[config.mk]
export PLATFORM = sky130hd
export DESIGN_NAME = multicycle_control_unit
export DESIGN_NICKNAME = d
export VERILOG_FILES = /design/src/rtl/ctrl_pkg.sv /design/src/rtl/opcode_decoder.sv /design/src/rtl/multicycle_control_unit.sv
export SDC_FILE = /design/constraint.sdc
export NUM_CORES = 1
export LEC_CHECK = 0
export ABC_AREA = 1
export CORE_ASPECT_RATIO = 0.6
export CORE_MARGIN = 5
export CORE_UTILIZATION = 53
export CTS_BUF_LIST = sky130_fd_sc_hd__clkbuf_16
export CTS_CLUSTER_SIZE = 30
export DETAILED_ROUTE_END_ITERATION = 8
export GPL_TIMING_DRIVEN = 0
export PLACE_DENSITY = 0.92
export REMOVE_ABC_BUFFERS = 1
export SYNTH_ARGS = -nofsm -noshare
export SYNTH_HDL_FRONTEND = slang
export SYNTH_SLANG_ARGS = --single-unit
[constraint.sdc]
create_clock -name clk -period 2.39 [get_ports clk]
set_input_delay 0.3585 -clock clk [delete_from_list [all_inputs] [get_ports clk]]
set_output_delay 0.3585 -clock clk [all_outputs]
set_load 0.05 [all_outputs]
[src/rtl/ctrl_pkg.sv]
// Shared types for the multi-cycle control unit: FSM state enum, opcode map,
// ALU operation codes and the decoded-instruction struct.
// Imported by the opcode decoder and the control FSM top.
package ctrl_pkg;

   typedef enum logic [2:0] {
      IDLE   = 3'd0,
      DECODE = 3'd1,
      EXEC   = 3'd2,
      MEM    = 3'd3,
      WB     = 3'd4
   } state_t;

   // Opcode map (low 4 bits of the opcode field)
   localparam logic [3:0] OP_LOAD  = 4'b0000;
   localparam logic [3:0] OP_STORE = 4'b0001;
   localparam logic [3:0] OP_ADD   = 4'b0010;
   localparam logic [3:0] OP_SUB   = 4'b0011;
   localparam logic [3:0] OP_AND   = 4'b0100;
   localparam logic [3:0] OP_OR    = 4'b0101;

   // ALU operation select; LOAD/STORE reuse ALU_ADD for address generation
   localparam logic [1:0] ALU_ADD = 2'b00;
   localparam logic [1:0] ALU_SUB = 2'b01;
   localparam logic [1:0] ALU_AND = 2'b10;
   localparam logic [1:0] ALU_OR  = 2'b11;

   typedef struct packed {
      logic       legal;
      logic       is_load;
      logic       is_store;
      logic       is_alu;
      logic [1:0] alu_op;
   } decode_t;

endpackage

[src/rtl/opcode_decoder.sv]
// Purely combinational opcode classifier: opcode -> decode_t.
// Latency: 0 cycles. No handshake, no backpressure.
// Ports: opcode (in, OPCODE_W) ; dec (out, decode_t). Any set bit above bit 3
// or a low nibble outside the opcode map yields legal = 0 and all flags 0.
module opcode_decoder
   import ctrl_pkg::*;
#(
   parameter int OPCODE_W = 4
) (
   input  logic [OPCODE_W-1:0] opcode,
   output decode_t             dec
);

   logic high_zero;

   assign high_zero = ((opcode >> 4) == '0);

   always_comb begin
      dec = '0;
      if (high_zero) begin
         case (opcode[3:0])
            OP_LOAD:  begin dec.legal = 1'b1; dec.is_load  = 1'b1; dec.alu_op = ALU_ADD; end
            OP_STORE: begin dec.legal = 1'b1; dec.is_store = 1'b1; dec.alu_op = ALU_ADD; end
            OP_ADD:   begin dec.legal = 1'b1; dec.is_alu   = 1'b1; dec.alu_op = ALU_ADD; end
            OP_SUB:   begin dec.legal = 1'b1; dec.is_alu   = 1'b1; dec.alu_op = ALU_SUB; end
            OP_AND:   begin dec.legal = 1'b1; dec.is_alu   = 1'b1; dec.alu_op = ALU_AND; end
            OP_OR:    begin dec.legal = 1'b1; dec.is_alu   = 1'b1; dec.alu_op = ALU_OR;  end
            default:  dec = '0;
         endcase
      end
   end

endmodule

[src/rtl/multicycle_control_unit.sv]
// Multi-cycle control FSM: IDLE -> DECODE -> EXEC -> (MEM) -> (WB) -> IDLE.
// Latency: ALU 4, LOAD 4+mem wait, STORE 3+mem wait, illegal 2 cycles to ready.
// Backpressure: instr_ready only in IDLE; MEM holds its strobe until mem_ready.
// Ports: clk, rst (sync, active-high); instr_valid/instr_ready/opcode from
// fetch; mem_ready from data memory; reg_write_enable, mem_read, mem_write,
// alu_op to the datapath; illegal_op, mem_timeout pulses; retired_cnt and
// illegal_cnt wrapping counters. All strobes are Moore outputs.
// Optional macro MEM_TIMEOUT_EN: abandon a memory access after MEM_TIMEOUT
// cycles without mem_ready, pulse mem_timeout and return to IDLE unretired.
module multicycle_control_unit
   import ctrl_pkg::*;
#(
   parameter int OPCODE_W    = 4,
   parameter int ALU_OP_W    = 2,
   parameter int CNT_W       = 16,
   parameter int MEM_TIMEOUT = 15
) (
   input  logic                clk,
   input  logic                rst,
   input  logic                instr_valid,
   output logic                instr_ready,
   input  logic [OPCODE_W-1:0] opcode,
   input  logic                mem_ready,
   output logic                reg_write_enable,
   output logic                mem_read,
   output logic                mem_write,
   output logic [ALU_OP_W-1:0] alu_op,
   output logic                illegal_op,
   output logic                mem_timeout,
   output logic [CNT_W-1:0]    retired_cnt,
   output logic [CNT_W-1:0]    illegal_cnt
);

   if (ALU_OP_W < 2) begin : g_bad_alu_w
      $fatal(1, "ALU_OP_W must be at least 2");
   end
   if (MEM_TIMEOUT < 1) begin : g_bad_timeout
      $fatal(1, "MEM_TIMEOUT must be at least 1");
   end

   state_t              state, state_nxt;
   logic [OPCODE_W-1:0] op_q;
   decode_t             dec;
   logic                retire;
   logic                illegal_seen;
   logic                timeout_hit;

   // The decoder looks at the latched opcode, so every output is a function
   // of registered state only.
   opcode_decoder #(.OPCODE_W(OPCODE_W)) u_opcode_decoder (
      .opcode (op_q),
      .dec    (dec)
   );

`ifdef MEM_TIMEOUT_EN
   localparam int TW = (MEM_TIMEOUT > 1) ? $clog2(MEM_TIMEOUT) : 1;

   logic [TW-1:0] wait_cnt;
   logic          timeout_q;
   logic          wait_limit;

   // wait_cnt is held at 0 outside MEM, so each MEM entry restarts it.
   assign wait_limit = (wait_cnt == TW'(MEM_TIMEOUT - 1));

   always_ff @(posedge clk) begin
      if (rst) begin
         wait_cnt  <= '0;
         timeout_q <= 1'b0;
      end else begin
         wait_cnt  <= (state == MEM && state_nxt == MEM) ? wait_cnt + TW'(1) : '0;
         timeout_q <= timeout_hit;
      end
   end

   // The abandoned access leaves MEM on the same edge, so the pulse cycle
   // already has the strobe dropped.
   assign mem_timeout = timeout_q;
`else
   assign mem_timeout = 1'b0;
`endif

   always_ff @(posedge clk) begin
      if (rst) begin
         state       <= IDLE;
         op_q        <= '0;
         retired_cnt <= '0;
         illegal_cnt <= '0;
      end else begin
         state <= state_nxt;
         if (state == IDLE && instr_valid) begin
            op_q <= opcode;
         end
         if (retire) begin
            retired_cnt <= retired_cnt + CNT_W'(1);
         end
         if (illegal_seen) begin
            illegal_cnt <= illegal_cnt + CNT_W'(1);
         end
      end
   end

   always_comb begin
      state_nxt        = state;
      retire           = 1'b0;
      illegal_seen     = 1'b0;
      timeout_hit      = 1'b0;
      instr_ready      = 1'b0;
      reg_write_enable = 1'b0;
      mem_read         = 1'b0;
      mem_write        = 1'b0;
      alu_op           = '0;
      illegal_op       = 1'b0;

      case (state)
         IDLE: begin
            instr_ready = 1'b1;
            if (instr_valid) begin
               state_nxt = DECODE;
            end
         end
         DECODE: begin
            if (dec.legal) begin
               state_nxt = EXEC;
            end else begin
               illegal_op   = 1'b1;
               illegal_seen = 1'b1;
               state_nxt    = IDLE;
            end
         end
         EXEC: begin
            alu_op    = ALU_OP_W'(dec.alu_op);
            state_nxt = dec.is_alu ? WB : MEM;
         end
         MEM: begin
            mem_read  = dec.is_load;
            mem_write = dec.is_store;
            // mem_ready takes priority over a timeout reached in the same cycle
            if (mem_ready) begin
               if (dec.is_load) begin
                  state_nxt = WB;
               end else begin
                  retire    = 1'b1;
                  state_nxt = IDLE;
               end
            end
`ifdef MEM_TIMEOUT_EN
            else if (wait_limit) begin
               timeout_hit = 1'b1;
               state_nxt   = IDLE;
            end
`endif
         end
         WB: begin
            reg_write_enable = 1'b1;
            retire           = 1'b1;
            state_nxt        = IDLE;
         end
         default: state_nxt = IDLE;
      endcase
   end

endmodule

==> results.toml, run 1 <==
[timing]
fin_skew_ps = 3.10
worstMarginPinSlew_ps = 758
max_freq_mhz = 442
slew_violations = 0
relSlewSlack_pct = 49.1
finalHoldViolations = 0
rsz0062_at_grt = "false"
fin_crit_ps = 2260
tns_ps = 0
setup_viol = 0
finalCritPeriodShare_pct = 94.7

[power]
power_switching_w = 0.000485
power_w = 0.00163
swShare_pct = 29.7
clock_power_share_pct = 38.9
power.density_mw_per_mm2 = 615
p_leak_nw = 1.09
p_int_w = 0.00115
comb_power_share_pct = 17.5
irDropWorstVdd_mv = 0.523
pwr-share-seq_pct = 43.6

[place]
place.gp.congestion = 0.832
dpl.hpwl_mm = 3.52
placement.io_buffers = 46

[critical_path]
endpoint_kind = "output port"
crit_type = "flip-flop to output port"
cp-start-kind = "flip-flop"
r2r_slack_ps = 720
cp_top_family = "simple AND/OR/NAND/NOR gates"
rr_worst_depth = 7
worstPathArrival_ps = 1900
worstPathRequired_ps = 2030
cp_max_fo = 12
cp.depth = 3
cp.buffers_inverters = 1
timing.rr.start = "state[0]$_SDFFE_PP0P_"
slowest_stage = "dlygate4sd2_1"
timing.rr.end = "retired_cnt[6]$_SDFFE_PP0P_"
max_stage_delay_ps = 590
worstPathCellList = "nand3_1 > nor2_2 > dlygate4sd2_1"

[detailed_routing]
firstDrtPassIters = 4
vias = 2143
ant_nets = 0
viasPerCell = 5.15
finalWirelength_mm = 4.80
drt_iter0_markers = 121
drc_errors = 0
wire_per_inst_um = 11.5

[logic_synthesis]
synth-xor-area-share_pct = 2.15
synthMuxAreaShare_pct = 0
yosys_register_bits = 39
synth_cell_type_count = 26
synth_area_mm2 = 0.00203
synth-compound-area-share_pct = 9.35
syn_avg_cell_area_um2 = 6.32
synth_top_family_by_area = "simple AND/OR/NAND/NOR gates"
synth_seq_area_share_pct = 38.4
synthSimpleGateAreaFrac_pct = 38.9
syn_inst = 322
synth_fa_ha_area_share_pct = 1.23
synth_warnings = 0

[hold_path]
hold_depth = 2
min_to = "illegal_cnt[14]$_SDFFE_PP0P_"
hold_class = "flip-flop to flip-flop"
hold_start = "illegal_cnt[14]$_SDFFE_PP0P_"

[floorplan]
die_x_um = 90.0
start_util_pct = 55.3
core_area_mm2 = 0.00368
die_y_um = 58.0
die_area_mm2 = 0.00522
rows = 17
pin_count = 48

[finish]
filler_cell_count = 296
fin_util_pct = 72.2
nets = 378
final_common_cell = "nand2_1"
diodes = 0
drive_gt1_share_pct = 2.71
area_growth_pct = 30.6
mostFrequentLayoutCells = "83 x nand2_1, 62 x nor2_1, 42 x inv_1, 42 x clkdlybuf4s50_1, 39 x dfxtp_1"

[outcome]
status = "completed"

[clock_network]
clk_latency_ps = 280
cts_made_buffers = 5
cts_num_sinks = 39
root_buffer = "clkbuf_16"
clk_path_buf_depth = 2
cts_tree = "done"
cts_max_level = 2
clk_pin_slew_ps = 60

[global_routing]
grt_pass1_wl_mm = 8.42
grt_max_degree = 29
antenna_found_initial = 0
grt_usage_pct = 19.4
grt_pass1_vias = 1978
grt-ovfl-total = 0

[flow_run]
drv_cap = 0
worst register-to-register path: cells and delay by family (launching register included):
family | cells | cell delay [ps]
buf+inv | 1 | 220
compound gates | 1 | 180
simple gates | 5 | 730
flops | 1 | 440
cell families (layout without fill, tap and decap cells):
family                   count (synthesis)  in the layout
adder cells (fa/ha/maj)                  2              2
AND/OR/NAND/NOR                        190            190
AO/OA/AOI/OAI                           36             36
buffers and inverters                   49             96
flip-flops                              39             39
XOR/XNOR                                 5              5
other                                    1              1
area by class of cell:
cell class                      instances  area (µm²)  area share (%)
Tap cell                               47        58.8            2.21
Sequential cell                        39         781            29.4
Timing Repair Buffer                   46         463            17.4
Clock buffer                            5         125            4.71
Inverter                               42         158            5.93
Multi-Input combinational cell        234        1050            39.7
Clock inverter                          3        16.3           0.612
what timing repair did:
action | CTS | global route
setup buffers | 0 | 0
hold buffers | 0 | 0
resized for setup | 2 | 2
setup endpoints to repair | 2 | 2
per-stage QoR:
stage / instances / hold slack (ps) / area, µm² / setup WS [ps]
after floorplan: 315 / 428 / 1990 / 79.2
after global placement: 408 / 480 / 2510 / -19.5
after detailed placement: 408 / 486 / 2510 / -57.8
after CTS: 416 / 501 / 2650 / 116
after global routing: 416 / 531 / 2660 / 11.6
final: 416 / 500 / 2660 / 127
power groups by stage:
stage / registers [W] / clock network (W) / logic [W]
2_1_floorplan: 0.000740 / 0 / 0.000184
3_3_place_gp: 0.000724 / 0 / 0.000282
3_5_place_dp: 0.000726 / 0 / 0.000287
4_1_cts: 0.000712 / 0.000647 / 0.000287
5_1_grt: 0.000717 / 0.000678 / 0.000318
6_report: 0.000712 / 0.000635 / 0.000286
synthesized netlist by cell type:
| master | count | area, µm² |
|---|---|---|
| nand2_1 | 83 | 312 |
| nor2_1 | 62 | 233 |
| inv_1 | 41 | 154 |
| dfxtp_1 | 39 | 781 |
| nand3_1 | 25 | 125 |
| a21oi_1 | 21 | 105 |
| o21ai_0 | 10 | 50.1 |
| nand4_1 | 8 | 50.1 |
| nor3_1 | 6 | 30.0 |
| buf_4 | 4 | 30.0 |
| clkbuf_1 | 3 | 11.3 |
| xnor2_1 | 3 | 26.3 |
| ha_1 | 2 | 25.0 |
| o21bai_1 | 2 | 15.0 |
| xor2_1 | 2 | 17.5 |
| a21o_1 | 1 | 7.51 |
| and3_1 | 1 | 6.26 |
| clkinv_1 | 1 | 3.75 |
| conb_1 | 1 | 3.75 |
| nand2_2 | 1 | 6.26 |
| nor2_2 | 1 | 6.26 |
| nor3_2 | 1 | 10.0 |
| nor3b_1 | 1 | 7.51 |
| nor4_1 | 1 | 6.26 |
| o211ai_1 | 1 | 7.51 |
| o21ai_1 | 1 | 5.00 |
layer usage:
layer | up-vias | routed length, µm | global-route usage (%)
met5 | - | 0 | 0
met4 | 0 | 84 | 8.92
met3 | 9 | 337 | 5.71
met2 | 74 | 2040 | 30.9
met1 | 950 | 2330 | 24.5
li1 | 1110 | - | -
worst max-delay path by stage:
stage	start	end	slack [ps]
detailed placement	rst	illegal_cnt[2]$_SDFFE_PP0P_	-60
global placement	rst	illegal_cnt[2]$_SDFFE_PP0P_	-20
floorplan	op_q[1]$_SDFFE_PP0P_	alu_op[1]	80
global route	op_q[1]$_SDFFE_PP0P_	alu_op[1]	10
finish	state[0]$_SDFFE_PP0P_	illegal_op	130
CTS	state[0]$_SDFFE_PP0P_	mem_write	120
flip-flops by register name, summed over array words and instances, names as in the netlist:
name         count
illegal_cnt     16
op_q             4
retired_cnt     16
state            3
Power figures use the tool's default switching activity.
==> inputs of run 2 (changes only) <==
--- a/config.mk
+++ b/config.mk
@@ -15,6 +15,7 @@
 export GPL_TIMING_DRIVEN = 0
 export PLACE_DENSITY = 0.92
 export REMOVE_ABC_BUFFERS = 1
+export SLEW_MARGIN = 25
 export SYNTH_ARGS = -nofsm -noshare
 export SYNTH_HDL_FRONTEND = slang
 export SYNTH_SLANG_ARGS = --single-unit
==> results of run 2 <==
Same layout as run 1: the final DEF is identical, and so are final timing and power.
